===== src/rtl/freq_pkg.sv =====
// Shared state encoding and default widths for the frequency counter sequencer.
package freq_pkg;

  localparam int STATE_W    = 3;
  localparam int CNT_W_DEF  = 32;
  localparam int GATE_W_DEF = 24;

  typedef enum logic [STATE_W-1:0] {
    S_IDLE   = 3'd0,
    S_CLEAR  = 3'd1,
    S_ARM    = 3'd2,
    S_GATE   = 3'd3,
    S_CLOSE  = 3'd4,
    S_SETTLE = 3'd5,
    S_REPORT = 3'd6
  } state_t;

endpackage


===== src/rtl/freq_gate_timer.sv =====
// Loadable down-counter that saturates at zero.
module freq_gate_timer #(
  parameter int W = 24
) (
  input  logic         clk,
  input  logic         rst_n,
  input  logic         load,
  input  logic [W-1:0] value,
  input  logic         en,
  output logic         zero,
  output logic         last
);

  logic [W-1:0] count;

  always_ff @(posedge clk or negedge rst_n) begin
    if (!rst_n) begin
      count <= '0;
    end else if (load) begin
      count <= value;
    end else if (en && count != '0) begin
      count <= count - 1'b1;
    end
  end

  assign zero = (count == '0);
  assign last = (count == W'(1));

endmodule


===== src/rtl/freq_meas_sequencer.sv =====
// Gate/measurement sequencer of the reciprocal frequency counter.
// Build option: CONTINUOUS_MODE_EN repeats measurements until start_i in REPORT.
module freq_meas_sequencer
  import freq_pkg::*;
#(
  parameter int CNT_W          = CNT_W_DEF,
  parameter int GATE_W         = GATE_W_DEF,
  parameter int TIMEOUT_CYCLES = 2_000_000,
  parameter int SETTLE_CYCLES  = 4
) (
  input  logic               clk_i,
  input  logic               async_rst_i,
  input  logic               start_i,
  input  logic [GATE_W-1:0]  gate_len_i,
  input  logic               sig_edge_i,
  input  logic [CNT_W-1:0]   sig_count_i,
  input  logic [CNT_W-1:0]   ref_count_i,
  output logic               cnt_clr_o,
  output logic               gate_o,
  output logic               res_valid_o,
  input  logic               res_ready_i,
  output logic [CNT_W-1:0]   res_sig_o,
  output logic [CNT_W-1:0]   res_ref_o,
  output logic               timeout_o,
  output logic               busy_o,
  output logic [STATE_W-1:0] state_o
);

  localparam int TW = $clog2(TIMEOUT_CYCLES + 1);
  localparam int SW = $clog2(SETTLE_CYCLES + 1);

  state_t state, next;

  logic [GATE_W-1:0] gate_len;
  logic [SW-1:0]     settle_cnt;

  logic gt_load, gt_en, gt_zero, gt_last;
  logic to_load, to_en, to_zero, to_last_unused;
  logic latch_len, clr_tmo, set_tmo;
  logic zero_res, sample;
  logic settle_clr, settle_inc;
  logic stop;

  freq_gate_timer #(.W(GATE_W)) u_gate_timer (
    .clk   (clk_i),
    .rst_n (async_rst_i),
    .load  (gt_load),
    .value (gate_len),
    .en    (gt_en),
    .zero  (gt_zero),
    .last  (gt_last)
  );

  freq_gate_timer #(.W(TW)) u_tmo_timer (
    .clk   (clk_i),
    .rst_n (async_rst_i),
    .load  (to_load),
    .value (TW'(TIMEOUT_CYCLES)),
    .en    (to_en),
    .zero  (to_zero),
    .last  (to_last_unused)
  );

`ifdef CONTINUOUS_MODE_EN
  logic stop_q;

  always_ff @(posedge clk_i or negedge async_rst_i) begin
    if (!async_rst_i) begin
      stop_q <= 1'b0;
    end else if (state != S_REPORT) begin
      stop_q <= 1'b0;
    end else if (start_i) begin
      stop_q <= 1'b1;
    end
  end

  assign stop = stop_q | start_i;
`else
  assign stop = 1'b1;
`endif

  always_comb begin
    next       = state;
    gt_load    = 1'b0;
    gt_en      = 1'b0;
    to_load    = 1'b0;
    to_en      = 1'b0;
    latch_len  = 1'b0;
    clr_tmo    = 1'b0;
    set_tmo    = 1'b0;
    zero_res   = 1'b0;
    sample     = 1'b0;
    settle_clr = 1'b0;
    settle_inc = 1'b0;
    unique case (state)
      S_IDLE: begin
        if (start_i) begin
          latch_len = 1'b1;
          clr_tmo   = 1'b1;
          next      = S_CLEAR;
        end
      end
      S_CLEAR: begin
        to_load = 1'b1;
        next    = S_ARM;
      end
      S_ARM: begin
        if (sig_edge_i) begin
          gt_load = 1'b1;
          next    = S_GATE;
        end else if (to_zero) begin
          set_tmo  = 1'b1;
          zero_res = 1'b1;
          next     = S_REPORT;
        end else begin
          to_en = 1'b1;
        end
      end
      S_GATE: begin
        gt_en = 1'b1;
        if (gt_last || gt_zero) begin
          to_load = 1'b1;
          next    = S_CLOSE;
        end
      end
      S_CLOSE: begin
        if (sig_edge_i) begin
          settle_clr = 1'b1;
          next       = S_SETTLE;
        end else if (to_zero) begin
          set_tmo    = 1'b1;
          settle_clr = 1'b1;
          next       = S_SETTLE;
        end else begin
          to_en = 1'b1;
        end
      end
      S_SETTLE: begin
        if (settle_cnt == SW'(SETTLE_CYCLES - 1)) begin
          sample = 1'b1;
          next   = S_REPORT;
        end else begin
          settle_inc = 1'b1;
        end
      end
      S_REPORT: begin
        if (res_ready_i) begin
          if (stop) begin
            next = S_IDLE;
          end else begin
            clr_tmo = 1'b1;
            next    = S_CLEAR;
          end
        end
      end
      default: next = S_IDLE;
    endcase
  end

  // Control outputs are decoded from the next state so they stay registered.
  always_ff @(posedge clk_i or negedge async_rst_i) begin
    if (!async_rst_i) begin
      state       <= S_IDLE;
      gate_o      <= 1'b0;
      cnt_clr_o   <= 1'b0;
      busy_o      <= 1'b0;
      res_valid_o <= 1'b0;
    end else begin
      state       <= next;
      gate_o      <= (next == S_GATE) || (next == S_CLOSE);
      cnt_clr_o   <= (next == S_CLEAR);
      busy_o      <= (next != S_IDLE);
      res_valid_o <= (next == S_REPORT);
    end
  end

  always_ff @(posedge clk_i or negedge async_rst_i) begin
    if (!async_rst_i) begin
      gate_len   <= '0;
      settle_cnt <= '0;
      timeout_o  <= 1'b0;
      res_sig_o  <= '0;
      res_ref_o  <= '0;
    end else begin
      if (latch_len) begin
        gate_len <= (gate_len_i == '0) ? GATE_W'(1) : gate_len_i;
      end
      if (settle_clr) begin
        settle_cnt <= '0;
      end else if (settle_inc) begin
        settle_cnt <= settle_cnt + 1'b1;
      end
      if (clr_tmo) begin
        timeout_o <= 1'b0;
      end else if (set_tmo) begin
        timeout_o <= 1'b1;
      end
      if (zero_res) begin
        res_sig_o <= '0;
        res_ref_o <= '0;
      end else if (sample) begin
        res_sig_o <= sig_count_i;
        res_ref_o <= ref_count_i;
      end
    end
  end

  assign state_o = state;

endmodule


===== config.mk =====
export PLATFORM = sky130hd
export DESIGN_NAME = freq_meas_sequencer
export DESIGN_NICKNAME = d
export VERILOG_FILES = /design/src/rtl/freq_pkg.sv /design/src/rtl/freq_gate_timer.sv /design/src/rtl/freq_meas_sequencer.sv
export SDC_FILE = /design/constraint.sdc
export NUM_CORES = 1
export LEC_CHECK = 0
export CAP_MARGIN = 30
export CORE_MARGIN = 10
export CORE_UTILIZATION = 45
export CTS_CLUSTER_SIZE = 30
export DETAILED_ROUTE_END_ITERATION = 8
export DONT_BUFFER_PORTS = 1
export HOLD_SLACK_MARGIN = 0.05
export SLEW_MARGIN = 20
export SYNTH_ARGS = -nofsm -noshare
export SYNTH_HDL_FRONTEND = slang
export SYNTH_SLANG_ARGS = --single-unit
export TNS_END_PERCENT = 50

===== constraint.sdc =====
create_clock -name clk_i -period 2.65 [get_ports clk_i]
set_input_delay 0.53 -clock clk_i [delete_from_list [all_inputs] [get_ports clk_i]]
set_output_delay 0.53 -clock clk_i [all_outputs]
set_load 0.01 [all_outputs]

# After elaboration in Yosys (flattened, before gate mapping)
# Index checks and enable logic that the tools add are counted.
[classes]
add_sub_neg = 3
mul = 0
n_div = 0
n_lt_le_gt_ge = 0
n_eq_ne = 12
shift = 0
mux = 42
n_bitwise = 0
n_reduce_logical = 17
[op_table]
columns = ["cell", "n"]
rows = [
  ["$mux W32", 4],
  ["$mux W24", 3],
  ["$logic_not A24 Y1", 2],
  ["$mux W21", 2],
  ["$mux W3", 10],
  ["$eq A24 B1 Y1 const B", 1],
  ["$reduce_bool A24 Y1", 1],
  ["$sub A24 B1 Y24 const B", 1],
  ["$logic_not A21 Y1", 1],
  ["$mux W1", 21],
  ["$pmux W3 S7", 1],
  ["$reduce_bool A21 Y1", 1],
  ["$sub A21 B1 Y21 const B", 1],
  ["$eq A3 B3 Y1 const B", 5],
  ["$eq A3 B2 Y1 const B", 4],
  ["$reduce_bool A2 Y1", 5],
  ["$eq A3 B1 Y1 const B", 2],
  ["$add A3 B1 Y3 const B", 1],
  ["$logic_not A3 Y1", 1],
  ["$reduce_bool A3 Y1", 1],
  ["$logic_and A1 B1 Y1", 2],
  ["$logic_or A1 B1 Y1", 2],
  ["$pmux W1 S2", 1],
  ["$reduce_or A2 Y1", 1],
]
[totals]
ff_bits = 144
latchBits = 0
mem_bits_rw = 0
romBits = 0
out_inout_bits = 72
n_memories = 0

# Depth between registers and ports, before layout
# Gate-level depths: netlist (run 1).
[logic_depth]
word_depth = 7
ltp_mapped = 9
depth_no_buf = 7

# Hierarchy
# Synthesis (run 1) repeated with hierarchy kept, for this count alone.
[hier_totals]
hier_cells = 586
area_unflattened_um2 = 6715.2
[by_module_without_submodules]
columns = ["mod", "n_inst", "cells_per_inst", "area_each_um2", "seq_area_each_um2"]
rows = [
  ["freq_meas_sequencer", 1, 270, 3868.7, 2477.4],
  ["freq_gate_timer (u_gate_timer)", 1, 166, 1496.4, 600.6],
  ["freq_gate_timer (u_tmo_timer)", 1, 150, 1350.0, 525.5],
]

# Least setup slack after synthesis (run 1)
# Ideal clock, no wire load.
[synth_path]
kind = "register to register"
startpoint = "register u_tmo_timer.count[0]"
endpoint = "register settle_cnt[1]"
setup_time_ns = 0.121
arrival_time_ns = 2.213
required_time_ns = 2.529
slack_ns = 0.316
stages_incl_launch_ff = 10
path_buffers = 2
period_less_slack_ns = 2.334
path_cell_list = "dfrtp_1 > inv_1 > ha_1 > or4b_4 > buf_6 > or4_4 > buf_6 > nor2_2 > o31ai_1 > a22o_1"
[synth_between]
elab_chain_len = 5
word_cells_on_any_way = 6
cone_classes = "mux: 4; reduce/logical: 2"
[synth_rtl]
columns = ["element", "line", "source"]
rows = [
  ["from (decl)", "freq_gate_timer.sv:14", "logic [W-1:0] count;"],
  ["from (signal assigned)", "freq_gate_timer.sv:20", "count <= value;"],
  ["from (signal assigned)", "freq_gate_timer.sv:22", "count <= count - 1'b1;"],
  ["$logic_not A21 Y1 (*)", "freq_gate_timer.sv:26", "assign zero = (count == '0);"],
  ["$mux W1 (*)", "freq_meas_sequencer.sv:130", "end else if (to_zero) begin"],
  ["$mux W1 (*)", "freq_meas_sequencer.sv:127", "if (sig_edge_i) begin"],
  ["$mux W1 (*)", "freq_meas_sequencer.sv:95", "unique case (state)"],
  ["$mux W3 / $reduce_bool A2 Y1 (equally long branches)", "n/a", ""],
  ["to (signal assigned)", "freq_meas_sequencer.sv:191", "settle_cnt <= settle_cnt + 1'b1;"],
  ["to (decl)", "freq_meas_sequencer.sv:35", "logic [SW-1:0] settle_cnt;"],
]
# Mark *: on every way between the ends. The rest lies on a longest branch, timed or not.
# A chain may end at the register's enable or synchronous reset.

# Worst setup path in the final report (run 1)
[layout_path]
startpoint = "register u_tmo_timer.count[0]"
endpoint = "register u_tmo_timer.count[12]"
[layout_between]
elab_chain_len = 6
word_cells_on_any_way = 10
cone_classes = "add/sub: 1; mux: 5; reduce/logical: 4"
[layout_rtl]
columns = ["element"]
rows = [
  ["branches (longest 6 deep; another with $sub A21 B1 Y21)"],
]
# Parallel ways; which one is timed is not known. The select of a mux whose other input is x is not followed.

==> flow_metrics.env, run 1 <==
export IMPL_multi_input_area_sq_mm=0.00305
export IMPL_grt_pass1_vias=4891
export IMPL_drive_gt1_share_pct=14.5
export IMPL_antenna_cells=0
export IMPL_ant_nets=0
export IMPL_cts_max_path_buffers=2
export IMPL_cp_arrival_ns=2.80
export IMPL_yosysWarnings=0
export IMPL_synth_seq_cells=144
export IMPL_wl_per_cell_um=20.9
export IMPL_place_hpwl_um=12600
export IMPL_grt_pass1_wl_um=27400
export IMPL_seq_area_sq_mm=0.00360
export IMPL_routed_via_density=5.96
export IMPL_track_usage_pct=16.8
export IMPL_drt_iter0_drc=277
export IMPL_setup_viol=0
export IMPL_yosysMostFrequentCell="dfrtp_1"
export IMPL_synth_cell_area_sq_mm=0.00685
export IMPL_synth_area_top_cells="dfrtp_1, mux2i_1, nor2_1, mux2_2, nand2_1"
export IMPL_rrSetupSlack_ns=0.19
export IMPL_finalHoldViolations=144
export IMPL_area_growth_pct=11.9
export IMPL_r2r_end="u_tmo_timer.count[12]"
export IMPL_yosys_most_used_dff="dfrtp_1"
export IMPL_clockRootBuffer="clkbuf_16"
export IMPL_rows=45
export IMPL_ioPinCount=165
export IMPL_fin_ws_ns=0.192
export IMPL_r2r_cells=7
export IMPL_die_x_um=143
export IMPL_r2r_start="u_tmo_timer.count[0]"
export IMPL_yosysUniqueCellTypes=65
export IMPL_crit_fanout=13
export IMPL_cts_tree="yes"
export IMPL_place_congestion=0.845
export IMPL_seq_area_frac_synth_pct=52.6
export IMPL_globalRouteOverflowTotal=0
export IMPL_clock_skew_ns=0.00685
export IMPL_p_leak_uw=0.00354
export IMPL_drc=0
export IMPL_antenna_found_initial=1
export IMPL_die_y_um=143
export IMPL_start_util_pct=45.6
export IMPL_die_area_sq_mm=0.0206
export IMPL_violations="hold timing"
export IMPL_end_kind="flip-flop"
export IMPL_synth_common_cells="dfrtp_1, nor2_1, mux2i_1, nand2_1, mux2_2"
export IMPL_critPathLaunchType="flip-flop"
export IMPL_synth_nets=730
export IMPL_synthCells=631
export IMPL_port_buffers=0
export IMPL_htree_levels=4
export IMPL_worst_slew_margin_rel_pct=53.6
export IMPL_num_vias=4950
export IMPL_firstDrtPassIters=5
export IMPL_cts_sinks=144
export IMPL_status="complete, but fails checks"
export IMPL_crit_type="flip-flop to flip-flop"
export IMPL_rsz0062_at_grt="false"
export IMPL_min_period_over_period_pct=92.8
export IMPL_maxCapViolations=0
export IMPL_path_clk_slew_ns=0.06
export IMPL_slew_viol_final=0
export IMPL_grt_max_degree=145
export IMPL_syn_area_per_cell_sq_um=10.9
export IMPL_required_ns=2.99
export IMPL_clkLatencyLatePin_ns=0.42
export IMPL_power_density_mw_per_mm2=969
export IMPL_fin_crit_ns=2.46
export IMPL_layout_nets=730
export IMPL_fin_hold_ws_ns=-0.195
export IMPL_worstMarginPinSlew_ns=0.690
export IMPL_cts_buffers=17
export IMPL_fmax_mhz=407
export IMPL_power_uw=7430
export IMPL_min_path_type="input pin to asynchronous set/reset pin"
export IMPL_synth_top_area_share_pct=52.6
export IMPL_preCtsSetupSlack_ns=0.224
export IMPL_fillers=1355
export IMPL_setup_tns_ns=0
export IMPL_wirelength_um=17400
export IMPL_coreArea_sq_mm=0.0150
export IMPL_yosysTopAreaCell="dfrtp_1"
export IMPL_vdd_drop_max_v=0.000478
export IMPL_synth_edf_count=0
export IMPL_async_reset_ff_share_pct=100
==> logic make-up after synthesis <==
kind of cell | synth area share (%)
flops | 52.6
xor+xnor | 1.66
simple gates | 17.8
fa+ha+maj | 1.10
compound gates | 9.97
mux | 13.8
buf+inv | 3.16
==> worst max path at each step <==
| stage | from | endpoint | slack (ns) | cells after the start |
|---|---|---|---|---|
| 2_1_floorplan | u_tmo_timer.count[0] | settle_cnt[1] | 0.32 | 9 |
| 3_3_place_gp | u_gate_timer.count[3] | gate_o | 0.26 | 6 |
| 3_5_place_dp | u_tmo_timer.count[0] | settle_cnt[1] | 0.22 | 7 |
| 4_1_cts | u_tmo_timer.count[0] | u_tmo_timer.count[10] | 0.21 | 7 |
| 5_1_grt | u_tmo_timer.count[0] | u_tmo_timer.count[12] | 0.03 | 7 |
| 6_report | u_tmo_timer.count[0] | u_tmo_timer.count[12] | 0.19 | 7 |
==> cells in the final DEF, fill, tap and decap left out, drive strengths merged, types with 15 or more instances in the layout <==
master / instances
mux2: 25
mux2i: 66
nor2: 105
nand3: 17
dfrtp: 144
clkbuf: 19
nand2: 31
a21oi: 15
buf: 16
nor4: 17
==> sequential cells by signal, indices dropped and copies added (netlist names) <==
signal,flops
settle_cnt,3
res_ref_o,32
cnt_clr_o,1
res_sig_o,32
gate_o,1
state_o,3
u_tmo_timer.count,21
timeout_o,1
res_valid_o,1
busy_o,1
u_gate_timer.count,24
gate_len,24
==> metal layers <==
| layer | up-vias | GRT usage, % | part of all wire (%) |
|---|---|---|---|
| li1 | 2310 | - | - |
| met1 | 2413 | 21.2 | 43 |
| met2 | 209 | 25.2 | 44 |
| met3 | 16 | 7.52 | 13 |
| met4 | 2 | 5.21 | 1.1 |
| met5 | - | 0 | 0.069 |
==> through the flow <==
stage | util (%) | area (sq um) | std cells
finish | 51.0 | 7670 | 831
global route | 51.0 | 7670 | 831
CTS | 51.0 | 7670 | 831
detailed placement | 47.0 | 7070 | 800
global placement | 47.0 | 7070 | 800
floorplan | - | 6850 | 631
==> timing repair <==
item / 4_1_cts / 5_1_grt
setup endpoints to repair: 0 / 1
setup buffers: 0 / 0
hold endpoints to repair: 144 / 144
gates resized for setup: 0 / 1
==> final cells by class <==
type / count / area share [%]
clock buffer: 19 / 5.65
tap: 188 / 3.07
timing repair buffer: 16 / 1.89
sequential: 144 / 47.0
inverter: 10 / 0.490
multi-input combinational: 442 / 39.8
clock inverter: 12 / 2.09
==> report_power, final <==
part           internal (uW)  switching [uW]  total (uW)  leakage, uW
clock network           1480             917        2400     0.000276
logic                    791             991        1780      0.00156
registers               2740             517        3250      0.00169
total                   5010            2430        7430      0.00354
==> critical path, cell delays in order, from the launching register on <==
cell and delay (ns):
dfrtp_1 0.41, inv_1 0.07, ha_1 0.16, or4b_4 0.52
nor4_2 0.43, a2111o_1 0.46, o21ai_0 0.17, a21oi_1 0.16
No activity file was read; power rests on OpenSTA's default activity.
==> inputs of run 2 (changes only) <==
- CORE_UTILIZATION: 45 -> 43
==> run 2 against run 1 <==
The run still ends with hold timing left. Highest routed layer unchanged. Wire length down 0.71%. Sequential share of layout area decreased by 0.11 points. Sequential power about the same. Maximum frequency rose by 2.1%. Largest cell class unchanged.
==> flow_metrics.env, run 2 (synthesis results as in run 1) <==
export IMPL_wirelength_um=17300
export IMPL_violations="hold timing"
export IMPL_clockRootBuffer="clkbuf_16"
export IMPL_largestRegisters="res_ref_o (32), res_sig_o (32)"
export IMPL_grt_pass1_wl_um=27600
export IMPL_fin_crit_ns=2.41
export IMPL_crit_fanout=13
export IMPL_setup_tns_ns=0
export IMPL_required_ns=3.00
export IMPL_crit_chain="inv_1, ha_1, or4b_4, nor4_2, a2111o_1, or4b_2, nand3_1"
export IMPL_path_clk_slew_ns=0.06
export IMPL_cp_arrival_ns=2.76
export IMPL_rsz0062_at_grt="false"
export IMPL_ioPinCount=165
export IMPL_fin_util_pct=48.7
export IMPL_final_cell_mix="dfrtp_1, nor2_1, mux2i_1"
export IMPL_grt_pass1_vias=4836
export IMPL_cts_max_path_buffers=2
export IMPL_antenna_cells=0
export IMPL_critPathLaunchType="flip-flop"
export IMPL_routed_via_density=5.79
export IMPL_ant_nets=0
export IMPL_final_common_cell="dfrtp_1"
export IMPL_drc=0
export IMPL_die_x_um=146
export IMPL_drt_iter0_drc=346
export IMPL_cts_setup_buffers=0
export IMPL_die_y_um=146
export IMPL_min_path_type="input pin to asynchronous set/reset pin"
export IMPL_final_area_sq_mm=0.00768
export IMPL_power_density_mw_per_mm2=962
export IMPL_globalRouteOverflowTotal=0
export IMPL_vdd_drop_max_v=0.000457
export IMPL_min_period_over_period_pct=90.9
export IMPL_htree_levels=4
export IMPL_place_hpwl_um=12400
export IMPL_fmax_mhz=415
export IMPL_worstMarginPinSlew_ns=0.701
export IMPL_clock_skew_ns=0.00814
export IMPL_place_congestion=0.844
export IMPL_cts_tree="yes"
export IMPL_end_kind="flip-flop"
export IMPL_area_growth_pct=12.2
export IMPL_firstDrtPassIters=4
export IMPL_finalHoldViolations=144
export IMPL_track_usage_pct=15.9
export IMPL_coreArea_sq_mm=0.0158
export IMPL_start_util_pct=43.4
export IMPL_fin_hold_ws_ns=-0.195
export IMPL_p_leak_uw=0.00353
export IMPL_status="complete, but fails checks"
export IMPL_antenna_found_initial=1
export IMPL_setup_viol=0
export IMPL_rows=46
export IMPL_cts_sinks=144
export IMPL_num_vias=4958
export IMPL_cts_resized=0
export IMPL_worst_slew_margin_rel_pct=52.8
export IMPL_slew_viol_final=0
export IMPL_wl_per_cell_um=20.2
export IMPL_max_stage_delay_ns=0.69
export IMPL_drive_gt1_share_pct=14.2
export IMPL_crit_type="flip-flop to flip-flop"
export IMPL_clkLatencyLatePin_ns=0.42
export IMPL_cts_buffers=17
export IMPL_dpl_cell_area_sq_mm=0.00710
export IMPL_grt_max_degree=145
export IMPL_maxCapViolations=0
export IMPL_port_buffers=0
export IMPL_crit_slowest_cell="or4b_2"
export IMPL_layout_nets=727
export IMPL_die_area_sq_mm=0.0214
export IMPL_fillers=1471
==> run 2: cell types whose count changed in the layout (fill, tap and decap cells not counted), sizes merged <==
cell / before / now
buf: 16 / 13
bufinv: 3 / 2
clkinvlp: 4 / 5
==> run 2: worst paths after layout <==
kind | endpoint | startpoint | cells past startpoint | slack, ns
worst max register to register | u_tmo_timer.count[10] | u_tmo_timer.count[0] | 7 | 0.24
worst max-delay path | u_tmo_timer.count[10] | u_tmo_timer.count[0] | 7 | 0.24
min in group clk_i | gate_len[4] | gate_len_i[4] | 1 | 0.26
max in group asynchronous | u_tmo_timer.count[18] | async_rst_i | 0 | 2.59
worst min-delay path | res_ref_o[24] | async_rst_i | 0 | -0.20
worst min register to register | u_gate_timer.count[21] | gate_len[21] | 1 | 0.48
==> run 2: metrics by stage <==
stage | setup slack (ns) | instances | hold slack (ns) | power [uW]
after global routing | 0.00358 | 856 | -0.219 | 7870
after global placement | 0.225 | 825 | 0.241 | 4960
after floorplan | 0.316 | 631 | 0.234 | 4520
after detailed placement | 0.240 | 825 | 0.241 | 5060
after CTS | 0.211 | 856 | -0.210 | 7460
final | 0.242 | 856 | -0.195 | 7390
==> run 2: where the power goes <==
| group | total (uW) | leakage (uW) | internal, uW | switching (uW) |
|---|---|---|---|---|
| clock network | 2380 | 0.000274 | 1430 | 944 |
| logic | 1760 | 0.00156 | 790 | 974 |
| registers | 3250 | 0.00169 | 2730 | 517 |
==> run 2: per-layer routing <==
layer	part of all wire, %	GRT usage (%)	vias to the layer above
met5	0.064	0	-
met4	2.0	5.71	2
met3	11	6.92	30
met2	43	22.4	197
met1	44	21.2	2432
li1	-	-	2297
==> run 2: cell type report <==
cell class	instances	area [sq um]	area share, %
clock buffer	19	453	5.89
clock inverter	12	134	1.74
inverter	10	37.5	0.488
multi-input combinational	442	3050	39.7
sequential	144	3600	46.9
tap	216	270	3.52
timing repair buffer	13	135	1.76
==> run 2: critical path, delay by kind of cell (launching register included) <==
kind	cells	cell delay, ns
AO/OA/AOI/OAI	1	0.60
adder cells (fa/ha/maj)	1	0.20
buffers and inverters	1	0.06
flip-flops	1	0.38
AND/OR/NAND/NOR	4	1.11
==> inputs of run 3 (changes only) <==
- CORE_MARGIN: 10 -> 5
==> run 3 against run 2 <==
First-iteration DRC count shrank 23%. Critical path type unchanged. Register-to-register slack lost 0.03 ns. Sequential cell count stayed put. Largest power group unchanged. Count of clock-buffer cells in the layout is 1 lower. Worst hold slack improved by 0.00085 ns. The flow still finishes with violations (hold timing). Sequential share of layout area down 0.54 points. Core utilization rose by 0.57 points.
==> flow_metrics.env, run 3 (synthesis results as in run 1) <==
export IMPL_status="complete, but fails checks"
export IMPL_violations="hold timing"
export IMPL_rsz0062_at_grt="false"
export IMPL_die_y_um=136
export IMPL_crit_fanout=7
export IMPL_ioPinCount=165
export IMPL_firstDrtPassIters=7
export IMPL_path_clk_slew_ns=0.06
export IMPL_cts_buffers=17
export IMPL_crit_slowest_cell="nor4_2"
export IMPL_fin_ws_ns=0.216
export IMPL_setup_tns_ns=0
export IMPL_grt_pass1_wl_um=26400
export IMPL_dpl_cell_area_sq_mm=0.00713
export IMPL_r2r_end="gate_o"
export IMPL_maxCapViolations=0
export IMPL_clock_skew_ns=0.00587
export IMPL_cts_setup_buffers=0
export IMPL_globalRouteOverflowTotal=0
export IMPL_ant_nets=0
export IMPL_cts_resized=0
export IMPL_r2r_start="u_gate_timer.count[3]"
export IMPL_antenna_found_initial=1
export IMPL_coreArea_sq_mm=0.0158
export IMPL_preCtsSetupSlack_ns=0.240
export IMPL_power_density_mw_per_mm2=987
export IMPL_antenna_cells=0
export IMPL_die_area_sq_mm=0.0186
export IMPL_final_common_cell="dfrtp_1"
export IMPL_start_util_pct=43.4
export IMPL_cp_arrival_ns=2.74
export IMPL_max_stage_delay_ns=0.44
export IMPL_rrSetupSlack_ns=0.22
export IMPL_track_usage_pct=18.1
export IMPL_slew_viol_final=0
export IMPL_critPathLaunchType="flip-flop"
export IMPL_worst_slew_margin_rel_pct=48.7
export IMPL_grt_pass1_vias=4994
export IMPL_drc=0
export IMPL_port_buffers=0
export IMPL_clkLatencyLatePin_ns=0.42
export IMPL_fmax_mhz=411
export IMPL_crit_chain="nor4_2, and3_1, o2111ai_1, a21oi_1, inv_1, o31ai_1"
export IMPL_required_ns=2.95
export IMPL_cts_sinks=144
export IMPL_fin_crit_ns=2.43
export IMPL_cts_max_path_buffers=2
export IMPL_die_x_um=136
export IMPL_rows=46
export IMPL_place_hpwl_um=12000
export IMPL_end_kind="flip-flop"
export IMPL_drt_iter0_drc=268
export IMPL_crit_type="flip-flop to flip-flop"
export IMPL_drive_gt1_share_pct=14.5
export IMPL_final_area_sq_mm=0.00777
export IMPL_setup_viol=0
export IMPL_final_cell_mix="dfrtp_1, nor2_1, mux2i_1"
export IMPL_r2r_cells=6
export IMPL_vdd_drop_max_v=0.000544
export IMPL_min_period_over_period_pct=91.8
export IMPL_finalHoldViolations=144
export IMPL_num_vias=4951
export IMPL_cts_tree="yes"
export IMPL_area_growth_pct=13.5
export IMPL_min_path_type="input pin to asynchronous set/reset pin"
export IMPL_wirelength_um=16800
export IMPL_clockRootBuffer="clkbuf_16"
export IMPL_worstMarginPinSlew_ns=0.762
export IMPL_largestRegisters="res_ref_o (32), res_sig_o (32)"
export IMPL_p_leak_uw=0.00358
export IMPL_wl_per_cell_um=19.6
export IMPL_grt_max_degree=145
export IMPL_fillers=1452
export IMPL_fin_hold_ws_ns=-0.194
export IMPL_routed_via_density=5.77
export IMPL_htree_levels=4
export IMPL_place_congestion=0.839
export IMPL_layout_nets=729
==> run 3: cell count changes in the layout (fill, tap and decap cells not counted), sizes merged <==
cell,change
clkinvlp,-3
clkbuf,-1
clkinv,+1
buf,+2
bufinv,+3
==> run 3: report_power, final <==
part / switching (uW) / internal [uW] / leakage, uW / total (uW)
logic: 998 / 793 / 0.00157 / 1790
clock network: 934 / 1690 / 0.000313 / 2630
registers: 517 / 2740 / 0.00169 / 3250
==> run 3: cell type report <==
class                   instances  area (sq um)  share of cell area, %
clock buffers                  18           439                   5.65
clock inverters                13           210                   2.70
inverters                      10          37.5                  0.483
multi-input cells             442          3050                   39.3
flip-flops and latches        144          3600                   46.3
well taps                     216           270                   3.48
repair buffers                 15           163                   2.09
==> run 3: worst max-delay path: cells and delay by family (launching register included) <==
| family | cells | cell delay, ns |
|---|---|---|
| AOI/OAI and AO/OA | 3 | 0.94 |
| buffers and inverters | 1 | 0.09 |
| DFF | 1 | 0.43 |
| and+or+nand+nor | 2 | 0.86 |
==> run 3: metal layers <==
| layer | share of wire, % | vias to the layer above | GRT usage [%] |
|---|---|---|---|
| li1 | - | 2297 | - |
| met1 | 43 | 2450 | 23.0 |
| met2 | 46 | 182 | 28.7 |
| met3 | 9.6 | 20 | 6.88 |
| met4 | 1.5 | 2 | 5.71 |
| met5 | 0.095 | - | 0 |
==> run 3: metrics by stage <==
step	std cells	power, uW	utilization (%)
2_1_floorplan	631	4520	-
3_3_place_gp	827	4960	45.2
3_5_place_dp	827	5060	45.2
4_1_cts	858	7720	49.3
5_1_grt	858	8100	49.3
6_report	858	7670	49.3
==> run 3: how the worst max path moves through the flow <==
stage | startpoint | end | cells past startpoint
after CTS | u_gate_timer.count[3] | gate_o | 6
after global routing | u_gate_timer.count[3] | gate_o | 6
after floorplan | u_tmo_timer.count[0] | settle_cnt[1] | 9
final | u_gate_timer.count[3] | gate_o | 6
after detailed placement | u_gate_timer.count[3] | gate_o | 6
after global placement | u_gate_timer.count[3] | gate_o | 6
